--- config.mk ---
export PLATFORM = sky130hd
export DESIGN_NAME = bp_be_fe_queue_buffer
export DESIGN_NICKNAME = d
export VERILOG_FILES = /design/src/rtl/bp_be_fe_queue_buffer.sv
export SDC_FILE = /design/constraint.sdc
export NUM_CORES = 1
export LEC_CHECK = 0
export ABC_AREA = 1
export CAP_MARGIN = 20
export CORE_MARGIN = 10
export CORE_UTILIZATION = 55
export DETAILED_ROUTE_END_ITERATION = 8
export PLACE_DENSITY = 0.8
export SYNTH_ARGS = -nofsm -noshare
export SYNTH_HDL_FRONTEND = slang
export SYNTH_SLANG_ARGS = --single-unit
export TNS_END_PERCENT = 100
--- constraint.sdc ---
create_clock -name clk_i -period 9.89 [get_ports clk_i]
set_clock_uncertainty 0.05 [all_clocks]
set_input_delay 2.4725 -clock clk_i [delete_from_list [all_inputs] [get_ports clk_i]]
set_output_delay 2.4725 -clock clk_i [all_outputs]
set_load 0.02 [all_outputs]
--- src/rtl/bp_be_fe_queue_buffer.sv ---
// Checkpointed fetch-packet FIFO: entries are read speculatively, freed only on commit,
// and may be replayed from the commit point (roll) or discarded wholesale (clear).
module bp_be_fe_queue_buffer #(
  parameter  int bp_params_p       = 0,  // 0 selects the default processor config
  parameter  int els_p             = 8,
  localparam int fe_queue_width_lp = (bp_params_p == 0) ? 64 : 128,
  localparam int ptr_width_lp      = $clog2(els_p) + 1
) (
  input  logic                         clk_i,
  input  logic                         reset_i,

  input  logic [fe_queue_width_lp-1:0] fe_queue_i,
  input  logic                         fe_queue_v_i,
  output logic                         fe_queue_ready_o,

  output logic [fe_queue_width_lp-1:0] fe_queue_o,
  output logic                         fe_queue_v_o,
  input  logic                         fe_queue_yumi_i,

  input  logic                         commit_v_i,
  input  logic                         roll_v_i,
  input  logic                         clr_v_i,
  output logic                         empty_o
);

  localparam int idx_width_lp = ptr_width_lp - 1;

  logic [fe_queue_width_lp-1:0] mem_q [els_p];
  logic [ptr_width_lp-1:0]      wptr_q, wptr_d;
  logic [ptr_width_lp-1:0]      rptr_q, rptr_d;
  logic [ptr_width_lp-1:0]      cptr_q, cptr_d;
  logic [ptr_width_lp-1:0]      cptr_next;
  logic [ptr_width_lp-1:0]      one_ptr;

  logic full, enq, commit_ok;

  assign one_ptr = {{(ptr_width_lp-1){1'b0}}, 1'b1};

  // Same index with differing wrap bits means every slot holds an uncommitted entry.
  assign full = (wptr_q[idx_width_lp-1:0] == cptr_q[idx_width_lp-1:0])
              & (wptr_q[ptr_width_lp-1] != cptr_q[ptr_width_lp-1]);

  assign fe_queue_ready_o = ~full;
  assign fe_queue_v_o     = (rptr_q != wptr_q);
  assign empty_o          = (cptr_q == wptr_q);
  assign fe_queue_o       = mem_q[rptr_q[idx_width_lp-1:0]];

  assign enq       = fe_queue_v_i & fe_queue_ready_o & ~clr_v_i;
  assign commit_ok = commit_v_i & (cptr_q != rptr_q);
  assign cptr_next = commit_ok ? (cptr_q + one_ptr) : cptr_q;

  always_comb begin
    wptr_d = wptr_q;
    rptr_d = rptr_q;
    cptr_d = cptr_q;
    if (clr_v_i) begin
      rptr_d = wptr_q;
      cptr_d = wptr_q;
    end else begin
      cptr_d = cptr_next;
      if (enq) wptr_d = wptr_q + one_ptr;
      // Roll lands on the post-commit checkpoint so a same-cycle commit is not replayed.
      if (roll_v_i)             rptr_d = cptr_next;
      else if (fe_queue_yumi_i) rptr_d = rptr_q + one_ptr;
    end
  end

  always_ff @(posedge clk_i) begin
    if (reset_i) begin
      wptr_q <= '0;
      rptr_q <= '0;
      cptr_q <= '0;
    end else begin
      wptr_q <= wptr_d;
      rptr_q <= rptr_d;
      cptr_q <= cptr_d;
    end
  end

  always_ff @(posedge clk_i) begin
    if (enq & ~reset_i) mem_q[wptr_q[idx_width_lp-1:0]] <= fe_queue_i;
  end

  always @(posedge clk_i) begin
    if (!reset_i) begin
      assert (!(commit_v_i && !clr_v_i && (cptr_q == rptr_q)));
      assert (!fe_queue_yumi_i || fe_queue_v_o);
    end
  end

endmodule
# Yosys cells after proc, flatten, opt, wreduce, memory -nomap -nowiden
# Memories as Yosys holds them, arrays and structs flattened. A register that Yosys moved wholly into a read port is not among the register bits.
# Cells that the tools add are included.
# classes
add_sub_neg	3
n_eq_ne	5
muxes	9
bitwise_logic	8
reduce_logical	2
# op_table
op	n
4-bit 2-to-1 mux	5
4-bit by 1-bit adder with 4-bit output, second input constant	3
4-bit inequality test	2
3-bit 2-to-1 mux	2
1-bit AND	5
4-bit == test	1
3-bit == test	1
1-bit NOT	3
3-bit nonzero test	1
1-bit 2-to-1 mux	2
2-bit AND reduction	1
1-bit inequality test	1
# totals
reg_bits	12
ramBits	512
in_bits	71
out_inout_bits	67
mem_count	1
# mem_list
name	depth	width	rd	rd_clocked_by_memory_dff	wr	line	rtl
mem_q	8	64	1	1	1	28	logic [fe_queue_width_lp-1:0] mem_q [els_p];

# Logic depth before layout (Yosys ltp)
# depth
depth_word	8
ltp_mapped	10
ltp_nobuf	10

# Least setup slack after synthesis
# Ideal clock, no wire load.
# synth_path
kind	input to register
start	input port clr_v_i
end	memory mem_q[7][0] (netlist name) (enable)
setup_ns	0.565
t_arrival_ns	7.170
required_time_ns	9.275
path_slack_ns	2.104
path_stages	3
path_buffers	0
cell_sequence	inv_1 nand3_2 nor3_1
# synth_via
elab_chain_len	5
# synth_rtl
element	line	rtl
from (decl)	22	input logic clr_v_i,
1-bit NOT (no source line)	-	
1-bit AND	48	assign enq = fe_queue_v_i & fe_queue_ready_o & ~clr_v_i;
1-bit AND	81	if (enq & ~reset_i) mem_q[wptr_q[idx_width_lp-1:0]] <= fe_queue_i;
1-bit 2-to-1 mux	81	
1-bit 2-to-1 mux (implied by the code)	81	
to (decl)	28	
# No other way between the ends.

==> flow_summary.toml <==
[run_status]
status = "finished, final reports clean"

[clock_network]
ctsHoldBuffers = 0
cts_sinks = 527
cts_setup_buffers = 0
cts_resized = 0
cts_root_buf = "clkbuf_16"
tritoncts = "built"
clkLatencyLatePin_ps = 560
cts_buffer_depth = 3
h-tree-depth = 2
cts.clk_slew.worst_paths_ps = 60
cts_buffers = 51

[hold_path]
hold_depth = 2
min_path_type = "register to register"
hp-start = "wptr_q[3]$_SDFFE_PP0P_"

[timing]
worst_pin_slew_ps = 1120
finalSetupTns_ps = 0
fmax_mhz = 143
rsz0062_at_grt = "no"
period_minus_slack_ps = 7020
hold_viol = 0
worst_hold_slack_ps = 505
period_share_pct = 70.9
fin_ws_ps = 2870
finalMaxSlewViolations = 0
finalSetupViolations = 0
slew_headroom_pct = 25.2

[logic_synthesis]
synth_area_leader_cell = "edfxtp_1"
ys.flop_type = "edfxtp_1"
synth_fp_nets = 1679
ys_ff_latch = 527
yosysSeqAreaShare_pct = 75.9
synth.distinct_cells = 26
synth_area_leaders = "edfxtp_1 74%, nor2_1 8.4%, o21ai_0 6.3%"
avgSynthCellArea_um2 = 12.9
yosysMostFrequentCell = "edfxtp_1"
yosys-top-cells-count = "512 x edfxtp_1, 461 x nor2_1, 262 x o21ai_0, 64 x a31oi_1, 64 x o22ai_1"
syn-instance-count = 1605
ys_async_sr_fraction_pct = 0
syn_area_um2 = 20700
yosysWarnings = 0
synth_top_area_share_pct = 74.5
synth_edf_count = 512

[critical_path]
r2r_slack_ps = 6700
cp_cell_sequence = "inv_6 > buf_4 > o21ai_0 > o22ai_1 > nor2_1 > a31oi_1 > clkdlybuf4s50_1"
path_buf_inv = 3
slowest_delay_ps = 890
cp-endpoint = "fe_queue_o[53]"
worstPathRequired_ps = 7370
worstPathArrival_ps = 4490
end_kind = "primary output"
crit_slowest_cell = "buf_4"
worst-path-stages = 7
r2r_cells = 6
start_kind = "register"
worstReg2RegEnd = "mem_q[1][12]$_DFFE_PP_"
crit_family = "buffers and inverters"
criticalPathCategory = "register to primary output"
critPathMaxFanout = 151
reg2reg_from = "wptr_q[2]$_SDFFE_PP0P_"

[placement]
hpwl_mm = 24.0
placed_area_um2 = 22300
portBuffers = 137
gp_congestion = 0.790
dp_slack_ps = 3540

[floorplan]
pin_count = 138
chipWidth_um = 214
start_util_pct = 56.1
die-area_um2 = 45700
core_um2 = 36800
num_rows = 70
die_y_um = 214

[route]
drc = 0
drt_iter0_drc = 1234
vias = 13200
via_per_inst = 5.93
wirelength_mm = 46.8
dr.pass1.iters = 5
post_drt_wl_per_cell_um = 21.1
ant_nets = 0

[power]
combPwrFrac_pct = 8.5
switching_share_pct = 22.3
seqPwrFrac_pct = 52.6
power_density_nw_per_um2 = 198
power_frac_clock_pct = 38.9
power_uw = 4730
intPower_uw = 3670
leakagePower_uw = 0.00786
p_sw_uw = 1050
vdd_drop_max_v = 0.000158

[global_routing]
grt_pass1_wl_mm = 72.1
antenna_found_initial = 2
grt_pass1_vias = 13100
grt_util_all_layers_pct = 20.3
grt-ovfl-total = 0
grt_max_degree = 152

[job]
cap_viol_max_count = 0

[finish]
final_area_um2 = 23900
fin_nets = 1784
drive_gt1_share_pct = 6.00
area_growth_pct = 15.8
[layout make-up]
| cell class | instances | area [um^2] |
|---|---|---|
| Antenna cell | 2 | 5.00 |
| Clock inverter | 26 | 205 |
| Tap cell | 468 | 586 |
| Clock buffer | 66 | 1380 |
| Inverter | 26 | 108 |
| Timing Repair Buffer | 156 | 1550 |
| Multi-Input combinational cell | 948 | 4410 |
| Sequential cell | 527 | 15700 |
| Fill cell | 2626 | 12900 |
[power groups by stage]
stage / clock network, uW / logic, uW / registers [uW]
2_1_floorplan: 0 / 235 / 2520
3_3_place_gp: 0 / 387 / 2530
3_5_place_dp: 0 / 399 / 2530
4_1_cts: 1860 / 403 / 2490
5_1_grt: 1960 / 436 / 2490
6_report: 1840 / 400 / 2490
[layer usage]
metal	vias up	part of all wire, %	track usage [%]
li1	6037	-	-
met2	511	50	34.4
met3	81	7.9	4.10
met5	-	0	0
met4	0	2.1	6.72
met1	6526	40	25.8
[cell families after synthesis]
kind of cell             count (synthesis)  synth area share (%)
buffers and inverters                  130                  2.99
flip-flops                             527                  75.9
XOR/XNOR                                13                 0.551
AND/OR/NAND/NOR                        528                  9.81
adder cells (fa/ha/maj)                  3                 0.182
AO/OA/AOI/OAI                          404                  10.6
[stage by stage]
step / utilization [%] / cells
after floorplan: - / 1605
after global placement: 60.6 / 2123
after detailed placement: 60.7 / 2125
after CTS: 65.0 / 2217
after global routing: 65.0 / 2218
final: 65.0 / 2219
[worst reg2reg max path, cell delays in order (launching register included)]
cell	delay [ps]
dfxtp_1	540
xor2_1	230
nor2_1	80
nand2_2	90
nand3_2	210
nor3_2	600
buf_4	930
[layout by cell type (no fill, tap or decap), types with 4 or more instances in the layout]
| master | netlist | layout |
|---|---|---|
| nand2_1 | 42 | 42 |
| clkbuf_1 | 52 | 13 |
| xnor2_1 | 7 | 7 |
| a21oi_1 | 12 | 12 |
| buf_4 | 13 | 17 |
| inv_1 | 24 | 22 |
| clkinv_1 | 0 | 9 |
| clkinv_2 | 0 | 11 |
| a31oi_1 | 64 | 64 |
| nor2_4 | 0 | 4 |
| edfxtp_1 | 512 | 512 |
| dfxtp_1 | 15 | 13 |
| o22ai_1 | 64 | 64 |
| xor2_1 | 6 | 6 |
| o21ai_0 | 262 | 262 |
| nor2_1 | 461 | 457 |
| nand3_1 | 13 | 13 |
| clkbuf_16 | 0 | 53 |
| clkdlybuf4s50_1 | 0 | 137 |
| nor3_2 | 0 | 4 |
[registers in the layout, indices dropped and copies added, names as in the netlist, named ones only]
register  flops
wptr_q        4
rptr_q        4
mem_q       512
cptr_q        4
[worst min-delay path by stage]
stage,to,slack [ps]
floorplan,cptr_q[3]$_SDFF_PP0_,530
global placement,wptr_q[3]$_SDFFE_PP0P_,490
detailed placement,wptr_q[3]$_SDFFE_PP0P_,500
CTS,wptr_q[3]$_SDFFE_PP0P_,510
global route,wptr_q[3]$_SDFFE_PP0P_,540
finish,wptr_q[3]$_SDFFE_PP0P_,500
Note: power is estimated with default switching activity, not from simulation.
